## src/rtl/cpu_pkg.sv

```systemverilog
// -----------------------------------------------------------------------------
// cpu_pkg
// Shared types and constants for the program-counter stage.
//   pc_state_t : control FSM state encoding (BOOT, RUN, HALT, FAULT)
//   ADDR_W     : program-counter width in bits
//   PC_INC     : sequential PC increment (one 32-bit instruction)
//   pc_aligned : true when an address is a legal 4-byte instruction address
// -----------------------------------------------------------------------------
package cpu_pkg;

    localparam int ADDR_W = 64;
    localparam logic [ADDR_W-1:0] PC_INC = 64'd4;

    typedef enum logic [1:0] {
        BOOT  = 2'd0,
        RUN   = 2'd1,
        HALT  = 2'd2,
        FAULT = 2'd3
    } pc_state_t;

    function automatic logic pc_aligned(input logic [ADDR_W-1:0] addr);
        return (addr[1:0] == 2'b00);
    endfunction

endpackage

```

## src/rtl/pc_fetch_ctrl_if.sv

```systemverilog
// -----------------------------------------------------------------------------
// pc_fetch_ctrl_if
// Bundle between the core control logic (master) and the PC stage (slave).
//   master drives : stall, halt_req, resume, br_cond_taken, uncond_br, br_reg,
//                   imm19, imm26, reg_target
//   slave drives  : pc, pc_plus4, fetch_valid, misalign_err, state
// -----------------------------------------------------------------------------
interface pc_fetch_ctrl_if;
    import cpu_pkg::*;

    logic              stall;
    logic              halt_req;
    logic              resume;
    logic              br_cond_taken;
    logic              uncond_br;
    logic              br_reg;
    logic [18:0]       imm19;
    logic [25:0]       imm26;
    logic [ADDR_W-1:0] reg_target;

    logic [ADDR_W-1:0] pc;
    logic [ADDR_W-1:0] pc_plus4;
    logic              fetch_valid;
    logic              misalign_err;
    logic [1:0]        state;

    modport master (
        output stall, halt_req, resume, br_cond_taken, uncond_br, br_reg,
               imm19, imm26, reg_target,
        input  pc, pc_plus4, fetch_valid, misalign_err, state
    );

    modport slave (
        input  stall, halt_req, resume, br_cond_taken, uncond_br, br_reg,
               imm19, imm26, reg_target,
        output pc, pc_plus4, fetch_valid, misalign_err, state
    );

endinterface

```

## src/rtl/adder64.sv

```systemverilog
// -----------------------------------------------------------------------------
// adder64
// 64-bit ripple-carry adder, sum modulo 2^64 (carry-out discarded).
//   a_i, b_i : operands
//   sum_o    : a_i + b_i
// -----------------------------------------------------------------------------
module adder64
    import cpu_pkg::*;
(
    input  logic [ADDR_W-1:0] a_i,
    input  logic [ADDR_W-1:0] b_i,
    output logic [ADDR_W-1:0] sum_o
);

    logic carry_s;

    // Bit-serial carry chain; the final carry simply falls off the top.
    always_comb begin
        carry_s = 1'b0;
        sum_o   = '0;
        for (int i = 0; i < ADDR_W; i++) begin
            sum_o[i] = a_i[i] ^ b_i[i] ^ carry_s;
            carry_s  = (a_i[i] & b_i[i]) | (carry_s & (a_i[i] ^ b_i[i]));
        end
    end

endmodule

```

## src/rtl/pc_fetch_ctrl_branch_target_gen.sv

```systemverilog
// -----------------------------------------------------------------------------
// branch_target_gen
// Forms the two PC-relative branch targets from the current PC.
//   pc_i            : current PC
//   imm19_i         : signed word offset of a conditional branch
//   imm26_i         : signed word offset of an unconditional branch
//   cond_target_o   : pc + (sext(imm19) << 2)
//   uncond_target_o : pc + (sext(imm26) << 2)
// -----------------------------------------------------------------------------
module branch_target_gen
    import cpu_pkg::*;
(
    input  logic [ADDR_W-1:0] pc_i,
    input  logic [18:0]       imm19_i,
    input  logic [25:0]       imm26_i,
    output logic [ADDR_W-1:0] cond_target_o,
    output logic [ADDR_W-1:0] uncond_target_o
);

    // Word offsets become byte offsets: sign bit replicated above, two zero
    // bits appended below. Negative offsets then wrap through the adder.
    logic [ADDR_W-1:0] cond_off_s;
    logic [ADDR_W-1:0] uncond_off_s;

    assign cond_off_s   = {{43{imm19_i[18]}}, imm19_i, 2'b00};
    assign uncond_off_s = {{36{imm26_i[25]}}, imm26_i, 2'b00};

    adder64 u_cond_add (
        .a_i   (pc_i),
        .b_i   (cond_off_s),
        .sum_o (cond_target_o)
    );

    adder64 u_uncond_add (
        .a_i   (pc_i),
        .b_i   (uncond_off_s),
        .sum_o (uncond_target_o)
    );

endmodule

```

## src/rtl/pc_fetch_ctrl.sv

```systemverilog
// -----------------------------------------------------------------------------
// pc_fetch_ctrl
// Program-counter stage: holds the PC, selects the next PC (register-indirect,
// unconditional, conditional or sequential) and runs the boot/halt/fault FSM.
//   clk   : rising-edge clock
//   reset : asynchronous active-high reset
//   bus   : pc_fetch_ctrl_if.slave (control inputs, pc/status outputs)
// Parameter RESET_VEC : PC loaded on reset (must be 4-byte aligned).
// -----------------------------------------------------------------------------
module pc_fetch_ctrl
    import cpu_pkg::*;
#(
    parameter logic [ADDR_W-1:0] RESET_VEC = 64'h0
) (
    input  logic                 clk,
    input  logic                 reset,
    pc_fetch_ctrl_if.slave       bus
);

    pc_state_t         state_q, state_d;
    logic [ADDR_W-1:0] pc_q, pc_d;
    logic              err_q, err_d;

    logic [ADDR_W-1:0] pc_plus4_s;
    logic [ADDR_W-1:0] cond_target_s;
    logic [ADDR_W-1:0] uncond_target_s;

    adder64 u_seq_add (
        .a_i   (pc_q),
        .b_i   (PC_INC),
        .sum_o (pc_plus4_s)
    );

    branch_target_gen u_btg (
        .pc_i            (pc_q),
        .imm19_i         (bus.imm19),
        .imm26_i         (bus.imm26),
        .cond_target_o   (cond_target_s),
        .uncond_target_o (uncond_target_s)
    );

    // Next-state, next-PC and fault-flag selection.
    always_comb begin
        state_d = state_q;
        pc_d    = pc_q;
        err_d   = err_q;
        case (state_q)
            BOOT: begin
                state_d = RUN;
            end
            RUN: begin
                if (bus.halt_req) begin
                    state_d = HALT;
                end else if (bus.stall) begin
                    state_d = RUN;
                end else if (bus.br_reg) begin
                    // A misaligned indirect target never reaches the PC.
                    if (pc_aligned(bus.reg_target)) begin
                        pc_d = bus.reg_target;
                    end else begin
                        state_d = FAULT;
                        err_d   = 1'b1;
                    end
                end else if (bus.uncond_br) begin
                    pc_d = uncond_target_s;
                end else if (bus.br_cond_taken) begin
                    pc_d = cond_target_s;
                end else begin
                    pc_d = pc_plus4_s;
                end
            end
            HALT: begin
                // A simultaneous halt_req keeps the core parked.
                if (bus.resume && !bus.halt_req) begin
                    state_d = RUN;
                end else begin
                    state_d = HALT;
                end
            end
            FAULT: begin
                err_d = 1'b1;
            end
            default: begin
                state_d = FAULT;
                err_d   = 1'b1;
            end
        endcase
    end

    // PC, FSM state and sticky fault flag registers.
    always_ff @(posedge clk or posedge reset) begin
        if (reset) begin
            state_q <= BOOT;
            pc_q    <= RESET_VEC;
            err_q   <= 1'b0;
        end else begin
            state_q <= state_d;
            pc_q    <= pc_d;
            err_q   <= err_d;
        end
    end

    assign bus.pc           = pc_q;
    assign bus.pc_plus4     = pc_plus4_s;
    assign bus.fetch_valid  = (state_q == RUN);
    assign bus.misalign_err = err_q;
    assign bus.state        = state_q;

endmodule
```

## src/flat_wrapper.sv

```systemverilog
// flat-port wrapper written by rule: the top's interface ports become plain ports
module pc_fetch_ctrl_flat import cpu_pkg::*;
#(
    parameter logic [ADDR_W-1:0] RESET_VEC = 64'h0
)
  (clk, reset, bus_stall, bus_halt_req, bus_resume, bus_br_cond_taken, bus_uncond_br, bus_br_reg, bus_imm19, bus_imm26, bus_reg_target, bus_pc, bus_pc_plus4, bus_fetch_valid, bus_misalign_err, bus_state);
  pc_fetch_ctrl_if bus_i ();
  input  logic clk;
  input  logic reset;
  input wire logic [$bits(bus_i.stall)-1:0] bus_stall;
  input wire logic [$bits(bus_i.halt_req)-1:0] bus_halt_req;
  input wire logic [$bits(bus_i.resume)-1:0] bus_resume;
  input wire logic [$bits(bus_i.br_cond_taken)-1:0] bus_br_cond_taken;
  input wire logic [$bits(bus_i.uncond_br)-1:0] bus_uncond_br;
  input wire logic [$bits(bus_i.br_reg)-1:0] bus_br_reg;
  input wire logic [$bits(bus_i.imm19)-1:0] bus_imm19;
  input wire logic [$bits(bus_i.imm26)-1:0] bus_imm26;
  input wire logic [$bits(bus_i.reg_target)-1:0] bus_reg_target;
  output wire logic [$bits(bus_i.pc)-1:0] bus_pc;
  output wire logic [$bits(bus_i.pc_plus4)-1:0] bus_pc_plus4;
  output wire logic [$bits(bus_i.fetch_valid)-1:0] bus_fetch_valid;
  output wire logic [$bits(bus_i.misalign_err)-1:0] bus_misalign_err;
  output wire logic [$bits(bus_i.state)-1:0] bus_state;
  assign bus_i.stall = bus_stall;
  assign bus_i.halt_req = bus_halt_req;
  assign bus_i.resume = bus_resume;
  assign bus_i.br_cond_taken = bus_br_cond_taken;
  assign bus_i.uncond_br = bus_uncond_br;
  assign bus_i.br_reg = bus_br_reg;
  assign bus_i.imm19 = bus_imm19;
  assign bus_i.imm26 = bus_imm26;
  assign bus_i.reg_target = bus_reg_target;
  assign bus_pc = bus_i.pc;
  assign bus_pc_plus4 = bus_i.pc_plus4;
  assign bus_fetch_valid = bus_i.fetch_valid;
  assign bus_misalign_err = bus_i.misalign_err;
  assign bus_state = bus_i.state;
  pc_fetch_ctrl #(.RESET_VEC(RESET_VEC)) u_core (.clk(clk), .reset(reset), .bus(bus_i));
endmodule
```

## config.mk

```make
export PLATFORM = sky130hd
export DESIGN_NAME = pc_fetch_ctrl_flat
export DESIGN_NICKNAME = d
export VERILOG_FILES = /design/src/rtl/cpu_pkg.sv /design/src/rtl/pc_fetch_ctrl_if.sv /design/src/rtl/adder64.sv /design/src/rtl/pc_fetch_ctrl_branch_target_gen.sv /design/src/rtl/pc_fetch_ctrl.sv /design/src/flat_wrapper.sv
export SDC_FILE = /design/constraint.sdc
export NUM_CORES = 1
export LEC_CHECK = 0
export CORE_MARGIN = 10
export CORE_UTILIZATION = 45
export CTS_CLUSTER_DIAMETER = 30
export DETAILED_ROUTE_END_ITERATION = 12
export PLACE_DENSITY = 0.82
export SYNTH_ARGS = -nofsm -noshare
export SYNTH_HDL_FRONTEND = slang
export SYNTH_HIERARCHICAL = 1
export SYNTH_SLANG_ARGS = --single-unit
```

## constraint.sdc

```tcl
create_clock -name clk -period 26 [get_ports clk]
set_input_delay 3.9 -clock clk [delete_from_list [all_inputs] [get_ports clk]]
set_output_delay 3.9 -clock clk [all_outputs]
set_load 0.02 [all_outputs]
```

# Word level (Yosys, flattened, before mapping)
# Cells that the tools add are included.
# W data, S select, Z words.
[op_classes] n_eq_ne=10 n_mux=15 n_bitwise=732 reduce_logical=10
[op_table] operator="$xor A1 B1 Y1" n=307
[op_table] operator="$and A1 B1 Y1" n=302
[op_table] operator="$mux W64" n=4
[op_table] operator="$or A1 B1 Y1" n=120
[op_table] operator="$mux W2" n=5
[op_table] operator="$reduce_and A5 Y1" n=2
[op_table] operator="$ne A2 B2 Y1 const B" n=4
[op_table] operator="$ne A4 B4 Y1 const B" n=2
[op_table] operator="$pmux W2 S3" n=1
[op_table] operator="$eq A2 B2 Y1 const B" n=2
[op_table] operator="$logic_not A2 Y1" n=2
[op_table] operator="$mux W1" n=4
[op_table] operator="$reduce_and A4 Y1" n=1
[op_table] operator="$not A1 Y1" n=3
[op_table] operator="$reduce_and A3 Y1" n=1
[op_table] operator="$reduce_bool A3 Y1" n=1
[op_table] operator="$eq A2 B1 Y1 const B" n=1
[op_table] operator="$ne A2 B1 Y1 const B" n=1
[op_table] operator="$pmux W1 S2" n=1
[op_table] operator="$reduce_bool A2 Y1" n=1
[op_table] operator="$logic_and A1 B1 Y1" n=1
[op_table] operator="$logic_not A1 Y1" n=1
[totals] ff_bits=67 in_bits=117 output_inout_bits=132 word_cells=771

# Depth between registers and ports, before layout
# Gate-level depths: netlist of run 1.
[logic_depth] ltp_word=125 depth_mapped=70

# Modules after synthesis
# Netlist of run 1, hierarchy kept.
[modules_own_cells] mod="pc_fetch_ctrl" n_inst=1 cells_each=493 area_per_inst_um2=4780.8 seq_area_each_um2=1676.6
[modules_own_cells] mod="adder64" n_inst=3 cells_each=69 area_per_inst_um2=1296.2 seq_area_each_um2=0.0
[modules_own_cells] mod="branch_target_gen" n_inst=1 cells_each=1 area_per_inst_um2=3.8 seq_area_each_um2=0.0

# Worst setup path after synthesis of run 1
# Ideal clock, no wire load.
[synth_path] path_type="reg-to-output" start="reg u_core.pc_q[2], in the netlist u_core/bus.pc[2]" end="out bus_pc_plus4[63]" arrival_time_ps=23926 required_ps=22100 slack_ps=-1826 path_stages_with_launch=65 path_buffers=0 path_cell_list="dfrtp_1 -> fa_1 -> fa_1 -> fa_1 -> fa_1 -> fa_1 -> fa_1 -> fa_1 -> fa_1 -> fa_1 -> fa_1 -> fa_1 -> fa_1 -> fa_1 -> fa_1 -> inv_1 -> fa_1 -> inv_1 -> (+29 left out) -> fa_1 -> fa_1 -> fa_1 -> fa_1 -> fa_1 -> fa_1 -> fa_1 -> fa_1 -> fa_1 -> fa_1 -> fa_1 -> fa_1 -> fa_1 -> fa_1 -> fa_1 -> fa_1 -> fa_1 -> xor3_1"
[synth_between] elab_chain_cells=61
[synth_lines] element="from (decl)" line_no="pc_fetch_ctrl.sv:21" source="logic [ADDR_W-1:0] pc_q, pc_d;"
[synth_lines] element="from (signal assigned)" line_no="pc_fetch_ctrl.sv:98" source="pc_q <= pc_d;"
[synth_lines] element="$and A1 B1 Y1 (60 in series)" line_no="adder64.sv:23" source="carry_s = (a_i[i] & b_i[i]) | (carry_s & (a_i[i] ^ b_i[i]));"
[synth_lines] element="$xor A1 B1 Y1" line_no="adder64.sv:22" source="sum_o[i] = a_i[i] ^ b_i[i] ^ carry_s;"
[synth_lines] element="to (decl)" line_no="flat_wrapper.sv:20" source="output wire logic [$bits(bus_i.pc_plus4)-1:0] bus_pc_plus4;"
# No other way between the ends.

# Worst setup path in the final report of run 1
# Ends and elaborated chain as after synthesis.

==> metrics, run 1 <==
Bufs on Longest Clock Path=2; Worst R2R Path Depth=69; critical path arrival=22590 ps; Sw Pwr=0.832 mW; worst reg2reg path startpoint=u_core/bus.pc[2]; Initial Util=46.1%; Setup WS pre-CTS=-3320 ps; leakage=4.90 nW; synth warn=6; min-delay src=u_core/bus.misalign_err; CTS tree=yes; CP dominant cell by count=fa_2; Comb pwr share=77.7%; commonest non-fill, non-tap cells in the layout=clkdlybuf4s50_1, fa_2, mux2i_1, conb_1, dfrtp_1; switch share=46.7%; FP Rows=50; DR vias/cell=5.06; FILL cells=1397; M3 GR Usage=5.14%; Setup TNS Final=-1540 ps; Worst path max stage delay=420 ps; max cap viols=0; Max stage delay cell, worst path=dfrtp_2; pin count of the biggest net entering global routing=101; Skew-Pair Late Insertion Delay=340 ps; area fraction of the dominant cell type after synthesis=42.9%; worst hold slack=487 ps; DRC errors left=0; measured slew at the worst slew-check pin=1100 ps; met1 Usage GRT=24.6%; crit-path max FO=2; utilization after layout=65.4%; Final Critical Period=26490 ps; layout cell share with drive strength beyond 1=30.4%; failing checks=negative setup slack; cts bufs inserted=9; busiest grt layer=met2; r2r setup slk=2920 ps; WL/cell=20.0 µm; clk root buf=clkbuf_16; area growth from synthesis to final layout=41.9%; Post-Syn Area per Cell=12.4 µm²; final setup violation count=5; Peak VDD IR=0.0000991 V; Internal=0.951 mW; top cells by area, synth=fa_1, dfrtp_1, mux2i_1, mux2_2, mux2_4; Final HPWL DP=19100 µm; commonest non-fill, non-tap cell in the layout=clkdlybuf4s50_1; CTS clk-pin slew, worst paths=60 ps; Pre-antenna DRT Iters=7; Nets=1310; Synth Instances=701; CTS HTree Levels=3; Yosys top cell by area=fa_1; Sequential Area=1680 µm²; vias in the first global route=7275; worst setup margin=-495 ps; crit end category=output port; GR Util All Layers=20.2%; Hold Crit Class=reg2reg; initial antenna violation count=3; Sink Count=67; post-synthesis sequential area ratio=19.3%; Detail Route Antenna Nets=0; power per cell area=145 nW/µm²; unrepaired setup endpoints after global routing=true; Overflow after GRT=0; PortBufs=248; WP data required=22100 ps; Multi-input gate area=7330 µm²; worst hold path stage count=1; sequential share of power=15.2%; clock skew=12.6 ps; WHS Endpoint=u_core/bus.misalign_err; max-slew violations=0; first-pass GRT wire length=40900 µm; final wirelength=25300 µm; area of the core=18800 µm²; Die ar.=25200 µm²; routing usage on met2=34.4%; Chip Height=159 µm; startpoint class of the critical path=flip-flop; Final Hold Violating Endpoints=0; I/O Pins=249; Slew headroom=26.9%; FF-to-FF End=u_core/bus.pc[63]; number of synthesized register bits=67; setup bufs post-CTS=0; Starting DRT DRC Count=280; post-synthesis cell area=8670 µm²; clock network power share=7.1%; outcome=finished with violations; die width=159 µm; worst setup path category=reg2out; final cycle utilization of the critical path=102%; Synth cell types=30; GPL Wtd Cong=0.827; Max Fclk=37.7 MHz; via count=6409
==> cell type report <==
cell class	instances	share of cell area, %
Multi-Input combinational cell	637	59.5
Clock inverter	5	0.427
Clock buffer	11	1.97
Timing Repair Buffer	264	21.1
Inverter	20	0.620
Tap cell	260	2.64
Sequential cell	67	13.6
Antenna cell	3	0.0610
==> power by group through the flow <==
stage	Sequential [mW]	Clock [mW]	Combinational, mW
finish	0.272	0.127	1.39
global route	0.288	0.136	1.51
CTS	0.276	0.132	1.39
detailed placement	0.273	0	1.35
global placement	0.270	0	1.30
floorplan	0.326	0	0.787
==> sequential cells by signal, summed over array words and instances (netlist names) <==
register                 count
u_core/bus.pc               64
u_core/bus.state             2
u_core/bus.misalign_err      1
==> Yosys cell counts, drive strengths merged <==
master	n
nand3	1
nand2	64
dfrtp	67
or2	1
and3	1
o21ai	71
inv	20
xor3	3
clkbuf	10
a21oi	37
a211oi	1
fa	186
a22o	2
buf	32
mux2	57
nor2	36
o22ai	28
mux2i	70
nor4	1
nor4b	2
ha	8
conb	3
==> critical path: cells and delay by family, from the launching register on <==
kind                     cells  cell delay [ps]
adder cells (fa/ha/maj)     61            21340
flip-flops                   1              420
buffers and inverters        3              250
XOR/XNOR                     1              250
==> metrics by stage <==
| step | power, mW | instance area, µm² | std cells |
|---|---|---|---|
| 6_report | 1.78 | 12300 | 1267 |
| 5_1_grt | 1.94 | 12300 | 1267 |
| 4_1_cts | 1.79 | 12300 | 1264 |
| 3_5_place_dp | 1.62 | 11800 | 1248 |
| 3_3_place_gp | 1.57 | 11800 | 1248 |
| 2_1_floorplan | 1.11 | 9150 | 766 |
==> per-layer routing <==
layer	wire length, µm	part of all wire [%]
met2	13000	51
met4	466	1.8
met3	1460	5.8
met1	10400	41
met5	0	0
==> worst max path at each step <==
stage,startpoint,slack (ps),end,cells past startpoint
2_1_floorplan,bus_imm19[0],30,u_core/bus.pc[62],67
4_1_cts,u_core/bus.pc[2],-520,bus_pc_plus4[63],65
3_5_place_dp,u_core/bus.pc[2],-3320,bus_pc_plus4[63],65
5_1_grt,u_core/bus.pc[2],-970,bus_pc_plus4[63],65
6_report,u_core/bus.pc[2],-490,bus_pc_plus4[63],65
3_3_place_gp,u_core/bus.pc[2],-3020,bus_pc_plus4[63],65
==> kinds of logic (layout without fill, tap and decap cells) <==
logic type,Yosys count,count (layout),synth area share (%)
AND/OR/NAND/NOR,106,106,4.98
AO/OA/AOI/OAI,139,139,10.1
flip-flops,67,67,19.3
multiplexers,127,127,16.4
XOR/XNOR,3,3,0.822
buffers and inverters,62,300,4.21
adder cells (fa/ha/maj),194,194,44.1
other,3,71,0.130
==> what timing repair did <==
item,in CTS,in global routing
resized for setup,95,4
hold buffers,0,0
pin swaps,10,5
endpoints found under the setup margin,14,9
Note: power is estimated with default switching activity, not from simulation.
==> inputs of run 2 (changes only) <==
- CELL_PAD_IN_SITES_DETAIL_PLACEMENT: not set -> 1
- CELL_PAD_IN_SITES_GLOBAL_PLACEMENT: not set -> 2
- CORE_UTILIZATION: 45 -> 29
==> run 2 against run 1 <==
  * The run still ends with negative setup slack left
  * Wire length up 20%
  * Sequential share of layout area down 0.19 points
  * Non-clock buffer count up 3
  * Maximum frequency down 0.85%
  * Combinational power up 3%
  * Via count up 3.4%
  * Clock-buffer cell count up 3
  * Clock skew down 2.8 ps
  * Core utilization down 23 points
  * Critical path type unchanged
==> metrics, run 2 (same netlist as run 1, synthesis figures left out) <==
outcome=finished with violations (unchanged); failing checks=negative setup slack (unchanged); vias in the first global route=7936 (was 7275); Multi-input gate area=7330 µm² (unchanged); measured slew at the worst slew-check pin=1050 ps (was 1100 ps); final wirelength=30500 µm (was 25300 µm); placed insts=1380 (was 1248); FILL cells=3178 (was 1397); Starting DRT DRC Count=235 (was 280); commonest non-fill, non-tap cell in the layout=clkdlybuf4s50_1 (unchanged); Final Critical Period=26720 ps (was 26490 ps); GPL Wtd Cong=0.818 (was 0.827); Skew-Pair Late Insertion Delay=330 ps (was 340 ps); max-slew violations=0 (unchanged); Die ar.=37200 µm² (was 25200 µm²); WL/cell=21.8 µm (was 20.0 µm); area growth from synthesis to final layout=43.9% (was 41.9%); worst setup path category=reg2out (unchanged); die width=193 µm (was 159 µm); CP dominant cell by count=fa_2 (unchanged); Bufs on Longest Clock Path=2 (unchanged); power per cell area=147 nW/µm² (was 145 nW/µm²); CTS clk-pin slew, worst paths=70 ps (was 60 ps); DR vias/cell=4.74 (was 5.06); Hold Crit Class=reg2reg (unchanged); Sink Count=67 (unchanged); CTS tree=yes (unchanged); area of the core=29600 µm² (was 18800 µm²); WP data required=22100 ps (about the same); FP Rows=63 (was 50); final std cells w/o fill=1398 (was 1267); Overflow after GRT=0 (unchanged); worst reg2reg path startpoint=u_core/bus.pc[2] (unchanged); final setup violation count=5 (unchanged); worst setup margin=-721 ps (was -495 ps); via count=6630 (was 6409); Nets=1313 (was 1310); final cycle utilization of the critical path=103% (was 102%); Slew headroom=29.7% (was 26.9%); commonest non-fill, non-tap cells in the layout=clkdlybuf4s50_1, fa_2, mux2i_1, conb_1, dfrtp_1 (unchanged); max reg flops=64 (unchanged); DRC errors left=0 (unchanged); pin count of the biggest net entering global routing=68 (was 101); Sequential Area=1680 µm² (unchanged); PortBufs=248 (unchanged); Detail Route Antenna Nets=0 (unchanged); Chip Height=193 µm (was 159 µm); Worst path max stage delay=420 ps (about the same); Max stage delay cell, worst path=dfrtp_2 (unchanged); Final Hold Violating Endpoints=0 (unchanged); clk root buf=clkbuf_16 (unchanged); utilization after layout=42.2% (was 65.4%); I/O Pins=249 (unchanged); Final HPWL DP=23000 µm (was 19100 µm); CP Launch Point=u_core/bus.pc[2] (unchanged); Initial Util=29.3% (was 46.1%); GR Util All Layers=16.6% (was 20.2%); hold_buf cts=0 (unchanged); cts bufs inserted=9 (unchanged); Pre-antenna DRT Iters=6 (was 7); crit-path max FO=2 (unchanged); unrepaired setup endpoints after global routing=true (unchanged); Max Fclk=37.4 MHz (was 37.7 MHz); first-pass GRT wire length=47600 µm (was 40900 µm); clock skew=9.83 ps (was 12.6 ps); initial antenna violation count=1 (was 3); critical path arrival=22820 ps (was 22590 ps); CTS HTree Levels=3 (unchanged); crit end category=output port (unchanged); leakage=4.92 nW (was 4.90 nW); max cap viols=0 (unchanged); layout cell share with drive strength beyond 1=30.5% (was 30.4%); min-delay src=u_core/bus.misalign_err (unchanged); Peak VDD IR=0.0000675 V (was 0.0000991 V); startpoint class of the critical path=flip-flop (unchanged)
-- run 2: cell types whose count changed in the layout (fill, tap and decap cells not counted), sizes merged --
cell / previous run / this run
clkbuf: 11 / 14
diode: 3 / 1
clkinvlp: 1 / 0
buf: 25 / 29
clkdlybuf4s50: 236 / 235
clkinv: 4 / 2
-- run 2: path summary, 6_finish.rpt --
kind	slack, ps	depth (start not counted)	to
setup / recovery	-720	65	bus_pc_plus4[63]
min in group asynchronous	4220	3	u_core/bus.pc[29]
hold reg to reg	490	1	u_core/bus.misalign_err
max in group asynchronous	21040	3	u_core/bus.pc[2]
setup reg to reg	2640	70	u_core/bus.pc[63]
hold / removal	490	1	u_core/bus.misalign_err
-- run 2: per-layer routing --
layer	track usage (%)	part of all wire, %	up-vias
met4	3.37	0.96	0
met3	4.10	5.6	19
li1	-	-	2913
met1	20.5	42	3539
met2	29.0	52	159
met5	0	0	-
-- run 2: power breakdown --
part           internal, mW  switching, mW  total, mW  leakage [nW]
Combinational         0.737          0.690       1.43          3.98
Clock                0.0772         0.0517      0.129         0.141
Sequential            0.154          0.123      0.276         0.794
Total                 0.968          0.864       1.83          4.92
-- run 2: critical path: cells and delay by family, from the launching register on --
| family | cells | cell delay [ps] |
|---|---|---|
| fa+ha+maj | 61 | 21510 |
| buf+inv | 3 | 250 |
| flops | 1 | 420 |
| xor+xnor | 1 | 260 |
-- run 2: cell type report --
type	instances	share of cell area, %
Timing Repair Buffer	267	21.0
Inverter	20	0.611
Multi-Input combinational cell	637	58.7
Clock buffer	14	2.03
Sequential cell	67	13.4
Antenna cell	1	0.0200
Tap cell	390	3.91
Clock inverter	2	0.281
-- run 2: what timing repair did --
item / CTS / global route
buffers inserted: 0 / 1
endpoints found under the setup margin: 15 / 10
resized for setup: 85 / 18
pin swaps: 11 / 7
-- run 2: per-stage QoR --
step | hold WS, ps | instance area, µm² | power [mW] | TNS [ps] | setup slack (ps)
after floorplan | 595 | 9150 | 1.11 | 0 | 32.9
after global placement | 458 | 12000 | 1.61 | -18180 | -2720
after detailed placement | 469 | 12000 | 1.67 | -22640 | -3120
after CTS | 492 | 12500 | 1.85 | -2710 | -753
after global routing | 534 | 12500 | 2.01 | -5690 | -1260
final | 492 | 12500 | 1.83 | -2370 | -721
==> inputs of run 3 (changes only) <==
- CTS_BUF_LIST: not set -> sky130_fd_sc_hd__clkbuf_8
==> run 3 against run 2 <==
  * The flow still finishes with violations (negative setup slack)
  * Combinational power about the same
  * Setup slack got worse by 37 ps
  * Maximum frequency shrank 0.14%
  * Critical path type unchanged
  * Largest power group unchanged
==> metrics, run 3 (same netlist as run 1, synthesis figures left out) <==
Top delay family on crit path=adder cells (unchanged); unrepaired setup endpoints after global routing=true (unchanged); Die ar.=37200 µm² (unchanged); Initial Util=29.3% (unchanged); WP data required=22100 ps (about the same); Final HPWL DP=23000 µm (unchanged); WHS Endpoint=u_core/bus.misalign_err (unchanged); PortBufs=248 (unchanged); cts bufs inserted=9 (unchanged); FF-to-FF End=u_core/bus.pc[63] (unchanged); Skew-Pair Late Insertion Delay=360 ps (was 330 ps); Max stage delay cell, worst path=dfrtp_2 (unchanged); WL/cell=21.8 µm (about the same); Peak VDD IR=0.0000682 V (was 0.0000675 V); Overflow after GRT=0 (unchanged); CTS clk-pin slew, worst paths=90 ps (was 70 ps); via count=6606 (was 6630); Slew headroom=29.4% (was 29.7%); max cap viols=0 (unchanged); GPL Wtd Cong=0.818 (unchanged); Pwr Total=1.80 mW (was 1.83 mW); clk root buf=clkbuf_8 (was clkbuf_16); max reg flops=64 (unchanged); DR vias/cell=4.73 (was 4.74); CP dominant cell by count=fa_2 (unchanged); die width=193 µm (unchanged); critical path arrival=22860 ps (was 22820 ps); Setup TNS Final=-2300 ps (was -2370 ps); CTS tree=yes (unchanged); Sink Count=67 (unchanged); Post-DP Area=12000 µm² (unchanged); worst reg2reg path startpoint=u_core/bus.pc[2] (unchanged); startpoint class of the critical path=flip-flop (unchanged); crit end category=output port (unchanged); max-slew violations=0 (unchanged); failing checks=negative setup slack (unchanged); Worst path max stage delay=430 ps (was 420 ps); worst setup margin=-758 ps (was -721 ps); area growth from synthesis to final layout=42.8% (was 43.9%); measured slew at the worst slew-check pin=1060 ps (was 1050 ps); Chip Height=193 µm (unchanged); Pre-antenna DRT Iters=6 (unchanged); CTS HTree Levels=3 (unchanged); power per cell area=145 nW/µm² (was 147 nW/µm²); Worst R2R Path Depth=70 (unchanged); Final Critical Period=26760 ps (was 26720 ps); clock skew=15.1 ps (was 9.83 ps); vias in the first global route=7916 (was 7936); final wirelength=30400 µm (was 30500 µm); Bufs and invs on worst path=3 (unchanged); first-pass GRT wire length=47600 µm (about the same); min-delay src=u_core/bus.misalign_err (unchanged); Multi-input gate area=7330 µm² (about the same); r2r setup slk=2690 ps (was 2640 ps); hold_buf cts=0 (unchanged); Bufs on Longest Clock Path=2 (unchanged); worst hold path stage count=1 (unchanged); outcome=finished with violations (unchanged); I/O Pins=249 (unchanged); Nets=1313 (unchanged); commonest non-fill, non-tap cell in the layout=clkdlybuf4s50_1 (unchanged); worst setup path category=reg2out (unchanged); Sequential Area=1680 µm² (unchanged); leakage=4.89 nW (was 4.92 nW); Starting DRT DRC Count=245 (was 235); pin count of the biggest net entering global routing=68 (unchanged); FILL cells=3193 (was 3178); DRC errors left=0 (unchanged); initial antenna violation count=0 (was 1); Max Fclk=37.4 MHz (about the same); final setup violation count=5 (unchanged); Final Cell Area=12400 µm² (was 12500 µm²); commonest non-fill, non-tap cells in the layout=clkdlybuf4s50_1, fa_2, mux2i_1, conb_1, dfrtp_1 (unchanged); GR Util All Layers=16.6% (about the same); Final Hold Violating Endpoints=0 (unchanged); antenna cells=0 (was 1); final cycle utilization of the critical path=103% (about the same); layout cell share with drive strength beyond 1=30.6% (was 30.5%); area of the core=29600 µm² (unchanged); crit-path max FO=2 (unchanged); Detail Route Antenna Nets=0 (unchanged); Hold Crit Class=reg2reg (unchanged); FP Rows=63 (unchanged)
-- run 3: cell types whose count changed in the layout (fill, tap and decap cells not counted), sizes merged --
cell | before | now
clkbuf | 14 | 10
diode | 1 | 0
inv | 19 | 23
-- run 3: layout make-up --
| cell class | count | share of cell area [%] |
|---|---|---|
| tap | 390 | 3.94 |
| sequential | 67 | 13.5 |
| clock inverter | 6 | 0.404 |
| clock buffer | 10 | 1.11 |
| multi-input combinational | 637 | 59.2 |
| timing repair buffer | 267 | 21.2 |
| inverter | 20 | 0.616 |
-- run 3: routing by layer --
layer	share of wire [%]	vias up	wire, µm	track usage (%)
met3	5.7	20	1730	4.12
met2	52	162	15700	29.2
met1	42	3514	12700	20.5
met4	1.1	0	324	2.81
met5	0	-	0	0
li1	-	2910	-	-
-- run 3: worst max-delay path by stage --
stage | endpoint | slack (ps) | depth (start not counted) | from
5_1_grt | bus_pc_plus4[63] | -1350 | 65 | u_core/bus.pc[2]
2_1_floorplan | u_core/bus.pc[62] | 30 | 67 | bus_imm19[0]
6_report | bus_pc_plus4[63] | -760 | 65 | u_core/bus.pc[2]
3_3_place_gp | bus_pc_plus4[63] | -2720 | 65 | u_core/bus.pc[2]
3_5_place_dp | bus_pc_plus4[63] | -3120 | 65 | u_core/bus.pc[2]
4_1_cts | bus_pc_plus4[63] | -800 | 65 | u_core/bus.pc[2]
-- run 3: through the flow --
stage / util, % / setup WS [ps] / hold WS (ps) / cells
2_1_floorplan: - / 32.9 / 595 / 766
3_3_place_gp: 40.4 / -2720 / 458 / 1380
3_5_place_dp: 40.4 / -3120 / 469 / 1380
4_1_cts: 41.8 / -799 / 498 / 1396
5_1_grt: 41.9 / -1350 / 540 / 1397
6_report: 41.9 / -758 / 498 / 1397
-- run 3: power breakdown --
| part | total (mW) | internal [mW] | leakage, nW | switching (mW) |
|---|---|---|---|---|
| Clock | 0.0941 | 0.0457 | 0.111 | 0.0485 |
| Sequential | 0.276 | 0.154 | 0.794 | 0.123 |
| Combinational | 1.43 | 0.736 | 3.98 | 0.689 |
-- run 3: worst reg2reg max path, delay by kind of cell, from the launching register on --
family,cells,cell delay (ps)
compound gates,2,150
simple gates,1,70
mux,1,160
flops,1,430
fa+ha+maj,61,21580
xor+xnor,1,360
buf+inv,4,400
-- run 3: what timing repair did --
item | in CTS | in global routing
setup buffers | 0 | 1
setup endpoints to repair | 15 | 9
pin swaps | 10 | 6
resized for setup | 92 | 12
